<file path="config.mk">
export PLATFORM = sky130hd
export DESIGN_NAME = wb_arbiter_2m
export DESIGN_NICKNAME = d
export VERILOG_FILES = /design/src/rtl/wb_arb_pkg.sv /design/src/rtl/wb_arb_timeout.sv /design/src/rtl/wb_arbiter_2m.sv
export SDC_FILE = /design/constraint.sdc
export NUM_CORES = 1
export LEC_CHECK = 0
export CORE_ASPECT_RATIO = 0.5
export CORE_MARGIN = 5
export CORE_UTILIZATION = 21
export CTS_CLUSTER_SIZE = 40
export DETAILED_ROUTE_END_ITERATION = 8
export GPL_TIMING_DRIVEN = 0
export PLACE_DENSITY = 0.85
export RECOVER_POWER = 25
export SETUP_SLACK_MARGIN = 0.05
export SLEW_MARGIN = 20
export SYNTH_ARGS = -nofsm -noshare
export SYNTH_HDL_FRONTEND = slang
export SYNTH_SLANG_ARGS = --single-unit
</file>
<file path="constraint.sdc">
create_clock -name clk -period 1.3 [get_ports clk]
set_input_delay 0.26 -clock clk [delete_from_list [all_inputs] [get_ports clk]]
set_output_delay 0.26 -clock clk [all_outputs]
set_load 0.05 [all_outputs]
</file>
<file path="src/rtl/wb_arb_pkg.sv">
// Shared definitions for the two-master Wishbone arbiter: state encoding,
// owner indices and the default watchdog limit.
package wb_arb_pkg;

  typedef enum logic [1:0] {
    ST_IDLE  = 2'd0,
    ST_OWN   = 2'd1,
    ST_DRAIN = 2'd2
  } arb_state_t;

  localparam logic OWN_M0 = 1'b0;
  localparam logic OWN_M1 = 1'b1;

  localparam int TIMEOUT_DEFAULT = 255;

endpackage

</file>
<file path="src/rtl/wb_arb_timeout.sv">
// Saturating stall counter; raises expire for the single cycle in which the
// count of consecutive stalled strobes reaches TIMEOUT_CYCLES.
module wb_arb_timeout
  import wb_arb_pkg::*;
#(
  parameter int TIMEOUT_CYCLES = TIMEOUT_DEFAULT
) (
  input  logic clk,
  input  logic rst_n,
  input  logic clear,
  input  logic count,
  output logic expire
);

  localparam int CW = $clog2(TIMEOUT_CYCLES + 1);
  localparam logic [CW-1:0] LIMIT = CW'(TIMEOUT_CYCLES);
  localparam logic [CW-1:0] LAST  = CW'(TIMEOUT_CYCLES - 1);

  logic [CW-1:0] cnt_q, cnt_d;

  always_comb begin
    cnt_d = cnt_q;
    if (clear)                      cnt_d = '0;
    else if (count && cnt_q != LIMIT) cnt_d = cnt_q + 1'b1;
  end

  always_ff @(posedge clk or negedge rst_n) begin
    if (!rst_n) cnt_q <= '0;
    else        cnt_q <= cnt_d;
  end

  // cnt_q holds the stalls before this one, so LAST means this stall is the limit.
  assign expire = count && !clear && (cnt_q == LAST);

endmodule

</file>
<file path="src/rtl/wb_arbiter_2m.sv">
// Two-master round-robin Wishbone arbiter; grant held for the whole cyc tenure.
// Define WB_ARB_TIMEOUT_EN to add the stall watchdog, DRAIN state and err_o.
module wb_arbiter_2m
  import wb_arb_pkg::*;
#(
  parameter int DATA_WIDTH     = 32,
  parameter int ADDR_WIDTH     = 16,
  parameter int TIMEOUT_CYCLES = TIMEOUT_DEFAULT
) (
  input  logic                  clk,
  input  logic                  rst_n,
  input  logic                  m0_cyc_i,
  input  logic                  m0_stb_i,
  input  logic                  m0_we_i,
  input  logic [ADDR_WIDTH-1:0] m0_adr_i,
  input  logic [DATA_WIDTH-1:0] m0_dat_i,
  output logic [DATA_WIDTH-1:0] m0_dat_o,
  output logic                  m0_ack_o,
  output logic                  m0_err_o,
  input  logic                  m1_cyc_i,
  input  logic                  m1_stb_i,
  input  logic                  m1_we_i,
  input  logic [ADDR_WIDTH-1:0] m1_adr_i,
  input  logic [DATA_WIDTH-1:0] m1_dat_i,
  output logic [DATA_WIDTH-1:0] m1_dat_o,
  output logic                  m1_ack_o,
  output logic                  m1_err_o,
  output logic                  s_cyc_o,
  output logic                  s_stb_o,
  output logic                  s_we_o,
  output logic [ADDR_WIDTH-1:0] s_adr_o,
  output logic [DATA_WIDTH-1:0] s_dat_o,
  input  logic [DATA_WIDTH-1:0] s_dat_i,
  input  logic                  s_ack_i,
  output logic [1:0]            gnt_o
);

  arb_state_t state_q, state_d;
  logic       owner_q, owner_d;
  logic       last_gnt_q, last_gnt_d;

  logic                  own, sel_cyc, sel_stb, sel_we, stb_raw, expire;
  logic [ADDR_WIDTH-1:0] sel_adr;
  logic [DATA_WIDTH-1:0] sel_dat;
  logic [1:0]                 m_ack, m_err;
  logic [1:0][DATA_WIDTH-1:0] m_dat;

  assign own     = (state_q == ST_OWN);
  assign sel_cyc = owner_q ? m1_cyc_i : m0_cyc_i;
  assign sel_stb = owner_q ? m1_stb_i : m0_stb_i;
  assign sel_we  = owner_q ? m1_we_i  : m0_we_i;
  assign sel_adr = owner_q ? m1_adr_i : m0_adr_i;
  assign sel_dat = owner_q ? m1_dat_i : m0_dat_i;
  assign stb_raw = own & sel_stb;

`ifdef WB_ARB_TIMEOUT_EN
  wb_arb_timeout #(.TIMEOUT_CYCLES(TIMEOUT_CYCLES)) u_timeout (
    .clk    (clk),
    .rst_n  (rst_n),
    .clear  (s_ack_i | ~own),
    .count  (stb_raw & ~s_ack_i),
    .expire (expire)
  );
`else
  logic unused_timeout_cfg;
  assign unused_timeout_cfg = ^TIMEOUT_CYCLES;
  assign expire = 1'b0;
`endif

  always_ff @(posedge clk or negedge rst_n) begin
    if (!rst_n) begin
      state_q    <= ST_IDLE;
      owner_q    <= OWN_M0;
      last_gnt_q <= OWN_M1;
    end else begin
      state_q    <= state_d;
      owner_q    <= owner_d;
      last_gnt_q <= last_gnt_d;
    end
  end

  always_comb begin
    state_d    = state_q;
    owner_d    = owner_q;
    last_gnt_d = last_gnt_q;
    case (state_q)
      ST_IDLE: begin
        if (m0_cyc_i && m1_cyc_i) begin
          owner_d    = ~last_gnt_q;
          last_gnt_d = ~last_gnt_q;
          state_d    = ST_OWN;
        end else if (m0_cyc_i) begin
          owner_d    = OWN_M0;
          last_gnt_d = OWN_M0;
          state_d    = ST_OWN;
        end else if (m1_cyc_i) begin
          owner_d    = OWN_M1;
          last_gnt_d = OWN_M1;
          state_d    = ST_OWN;
        end
      end
      ST_OWN: begin
        if (!sel_cyc)    state_d = ST_IDLE;
        else if (expire) state_d = ST_DRAIN;
      end
      ST_DRAIN: if (!sel_cyc) state_d = ST_IDLE;
      default:  state_d = ST_IDLE;
    endcase
  end

  always_comb begin
    s_cyc_o = 1'b0;
    s_stb_o = 1'b0;
    s_we_o  = 1'b0;
    s_adr_o = '0;
    s_dat_o = '0;
    gnt_o   = 2'b00;
    m_ack   = 2'b00;
    m_err   = 2'b00;
    m_dat   = '0;
    if (own) begin
      s_cyc_o        = sel_cyc & ~expire;
      s_stb_o        = sel_stb & ~expire;
      s_we_o         = sel_we;
      s_adr_o        = sel_adr;
      s_dat_o        = sel_dat;
      gnt_o[owner_q] = 1'b1;
      m_ack[owner_q] = s_ack_i | expire;
      m_err[owner_q] = expire;
      m_dat[owner_q] = expire ? '0 : s_dat_i;
    end else if (state_q == ST_DRAIN) begin
      gnt_o[owner_q] = 1'b1;
    end
  end

  assign m0_ack_o = m_ack[0];
  assign m1_ack_o = m_ack[1];
  assign m0_err_o = m_err[0];
  assign m1_err_o = m_err[1];
  assign m0_dat_o = m_dat[0];
  assign m1_dat_o = m_dat[1];

endmodule

</file>
# == After elaboration in Yosys (flattened, before gate mapping) ==
# Cells that the tools add are included.
# word_totals
ff_bits,4
word_cells,45
output_inout_bits,121
input_bits,137
# op_classes
reduce_logical,7
n_eq_ne,4
bitwise,3
order_cmp,2
mux,26
# ops
operator,count
2-to-1 mux 32 bit,3
AND 64 bit,1
2-to-1 mux 64 bit,1
demux 32 bit (select 1 bit),1
2-to-1 mux 16 bit,2
2-to-1 mux 2 bit,7
2-to-1 mux 1 bit,10
!= test 4 bit (second input constant),1
one-hot mux 2 bit (2 select lines),1
AND reduction 2 bit,2
nonzero test 3 bit,1
AND 2 bit,1
== test 2 x 1 -> 1 bit (second input constant),1
== test 2 bit (second input constant),1
logical AND 1 bit,2
zero test 2 bit,1
less-than comparator 1 x 2 -> 1 bit (second input constant),1
!= test 2 bit (second input constant),1
OR reduction 2 bit,1
demux 1 bit (select 1 bit),1
greater-or-equal comparator 1 bit (second input constant),1
NOT 1 bit,1

# == Logic depth before layout (Yosys ltp) ==
# Gate-level depths: netlist of run 1.
# depth
depth_word,6
ltp_mapped,5
mapped_depth_nobuf,2

# == Least setup slack after synthesis of run 1 ==
# No wires, ideal clock.
# synth_path
path_type,reg2out
start,reg owner_q
end,out s_dat_o[16]
n_path_buf,3
arrival_ns,1.515
required_ns,1.040
path_stages_with_launch,6
slack_ns,-0.475
path_cell_list,dfrtp_1 buf_6 buf_8 buf_12 mux2i_1 nor2_1
# synth_via
elab_chain_cells,2
# synth_lines
item,line_no,rtl
start: declaration,wb_arbiter_2m.sv:39,"logic owner_q, owner_d;"
start signal: assignment,wb_arbiter_2m.sv:77,owner_q <= owner_d;
2-to-1 mux 32 bit,wb_arbiter_2m.sv:53,assign sel_dat = owner_q ? m1_dat_i : m0_dat_i;
2-to-1 mux 32 bit,wb_arbiter_2m.sv:121,if (own) begin
end: declaration,wb_arbiter_2m.sv:32,"output logic [DATA_WIDTH-1:0] s_dat_o,"
# Every way passes these cells.

# == Worst setup path after layout of run 1 ==
# layout_path
start,reg owner_q
end,out s_dat_o[25]
# The elaborated chain is that of the path after synthesis.

==> metrics.csv, run 1 <==
metric,value,unit
outcome,finished with violations,
failing checks,negative setup slack,
fin util,0.9095,
clk sink count,3,
Port Buffers,255,
final worst slack,-0.5689,ns
post-synth top area share,0.3604,
Placed Instances,554,
DR vias,2892,
Setup WS pre-CTS,-0.8904,ns
Ports,258,
Layout area overhead,325.2,%
Worst-path clk slew,0.03,ns
Antenna Cells,0,
via/cell ratio,5.047,
most numerous cell in the Yosys netlist,nor2_1,
worst r2r path cells,4,
Worst Setup Path Type,reg -> out,
final worst path period share,1.438,
Leak,2.397,nW
"setup slack, reg-to-reg",0.08,ns
Routed WL,14720,um
Pwr Total,12.16,mW
largest net degree at the start of global routing,11,
initial antenna violation count,0,
Rows,21,
die span in x,126.1,um
Iteration-0 DRC Markers,173,
type of origin of the critical path,flip-flop,
"Remaining Overflow, GRT",0,
core outline area,0.006621,mm^2
final hold vios,0,
top_reg_cell synth,dfrtp_1,
fillers,224,
number of enable flip-flop cells after synthesis,0,
synthesized area,0.001416,mm^2
most frequent cells after synthesis,"nor2_1 (52), mux2i_1 (51), and2_1 (34), and3_1 (33), clkbuf_1 (8)",
MaxCap Viol Count,0,
global placement routability congestion,0.8103,
Ys Warns,0,
Layout Cell Area excl Fill,0.006022,mm^2
total CTS buffers,3,
drt first pass iters,5,
Syn Area/Cell,6.876,um^2
DRC viols,0,
Setup TNS,-53.72,ns
placed inst area,0.004715,mm^2
vias in the first global route,2787,
cts hold-fix bufs,0,
"most used cell, CP",buf_12,
CTS max path bufs,2,
nets,619,
wire per inst,25.69,um
max-slew violations,0,
"Clk Latency, worst-skew pair",0.24,ns
critical path's slowest cell,dfrtp_1,
RSZ-0062 raised after global routing,yes,
Area contributors post-synth,"mux2i_1 (36%), and2_1 (15%), and3_1 (15%), nor2_1 (14%), dfrtp_1 (3.5%)",
hpwl dp,7998,um
"Max FO, Critical Path",7,
f_max,535.1,MHz
Synth cell types,22,
cells after synthesis,206,
H-tree depth,1,
"Seq/Total Area, Yosys",0.05389,
Reg-to-Reg End,owner_q,
Finished Layout Cells,573,
layout cells sized above 1,0.6965,
final setup fails,119,
post-synth top area cell,mux2i_1,
Worst EP arrival,1.61,ns
skew final,0.001012,ns
VDD IR-drop max,0.0008705,V
WP data required,1.04,ns
first-pass GRT wire length,17120,um
CP Cell Sequence,buf_12 > buf_12 > buf_16 > mux2i_4 > nor2_4 > buf_8,
Die Y,68.07,um
Post-DRT Antenna Nets,0,
Post-synth ARST share,1.000,
DIE AREA,0.008586,mm^2
HP Class,in -> async,
endpoint class of the critical path,primary output,
worst r2r src,state_q[0],
Crit path largest cell delay,0.36,ns
gr usage total,0.2633,
"FF+latch count, synth",3,
root buffer cell,clkbuf_16,
Tmin final,1.869,ns
TritonCTS clock tree,built,
worst hold slack,0.2908,ns
Starting Density,0.2139,
pwr dens,2020,mW/mm^2
-- worst max-delay path, delay by kind of cell, from the launching register on --
| kind | cells | cell delay (ns) |
|---|---|---|
| buffers and inverters | 4 | 0.60 |
| flip-flops | 1 | 0.36 |
| multiplexers | 1 | 0.31 |
| AND/OR/NAND/NOR | 1 | 0.07 |
-- cell families after synthesis --
| kind of cell | Yosys count | synth area share |
|---|---|---|
| AND/OR/NAND/NOR | 123 | 0.4558 |
| multiplexers | 51 | 0.3604 |
| buffers and inverters | 25 | 0.1113 |
| AO/OA/AOI/OAI | 3 | 0.01590 |
| flip-flops | 3 | 0.05389 |
| other | 1 | 0.002648 |
-- report_power, final --
part	switching, mW	internal [mW]	leakage, nW
logic	6.27	5.17	2.33
clock network	0.126	0.409	0.0382
registers	0.0461	0.144	0.0327
total	6.44	5.72	2.40
-- worst max path at each step --
| stage | startpoint | endpoint | slack, ns |
|---|---|---|---|
| detailed placement | state_q[0] | s_adr_o[13] | -0.89 |
| global placement | owner_q | s_dat_o[19] | -0.88 |
| floorplan | owner_q | s_dat_o[16] | -0.16 |
| CTS | owner_q | s_adr_o[12] | -0.46 |
| finish | owner_q | s_dat_o[25] | -0.57 |
| global route | owner_q | s_dat_o[25] | -0.60 |
-- repair_timing --
action / 4_1_cts / 5_1_grt
pin swaps: 16 / 3
hold endpoints to repair: 0 / 0
endpoints found under the setup margin: 119 / 120
cloned: 5 / 3
resized for setup: 922 / 87
buffers inserted: 6 / 1
-- layout by cell type (no fill, tap or decap), drive strengths merged --
| cell | Yosys | final |
|---|---|---|
| a21o | 1 | 1 |
| a21oi | 1 | 1 |
| a32o | 1 | 1 |
| and2 | 34 | 34 |
| and3 | 33 | 33 |
| buf | 13 | 133 |
| clkbuf | 11 | 29 |
| clkdlybuf4s50 | 0 | 135 |
| clkinv | 1 | 1 |
| conb | 1 | 2 |
| dfrtp | 2 | 2 |
| dfstp | 1 | 1 |
| dlygate4sd3 | 0 | 1 |
| mux2i | 51 | 51 |
| nand2 | 1 | 1 |
| nand2b | 1 | 1 |
| nor2 | 52 | 52 |
| nor2b | 1 | 1 |
| nor3b | 1 | 1 |
-- state kept, by name (all words and copies together), names as in the netlist --
signal and cells:
last_gnt_q 1, owner_q 1, state_q 1
-- cell type report --
| class | instances | area (um^2) | share of cell area |
|---|---|---|---|
| buffer | 24 | 335.3 | 0.05568 |
| clock buffer | 4 | 78.83 | 0.01309 |
| inverter | 1 | 8.758 | 0.001454 |
| multi-input combinational | 179 | 2351 | 0.3904 |
| sequential | 3 | 77.57 | 0.01288 |
| tap | 92 | 115.1 | 0.01911 |
| timing repair buffer | 270 | 3055 | 0.5074 |
-- routing by layer --
layer | vias up | track usage | share of wire | wire [um]
li1 | 1250 | - | - | -
met1 | 1433 | 0.2823 | 0.36 | 5257
met2 | 165 | 0.5298 | 0.56 | 8188
met3 | 44 | 0.04910 | 0.044 | 653
met4 | 0 | 0.09759 | 0.042 | 622
met5 | - | 0 | 0 | 0
Note: power is estimated with default switching activity, not from simulation.
==> run 2, diff against run 1 <==
SYNTH_HIERARCHICAL = 1   (was not set)
==> results of run 2 <==
No change in the layout: final DEF, timing and power equal those of run 1.
Among the figures that moved: Yosys warning count 0 -> 6
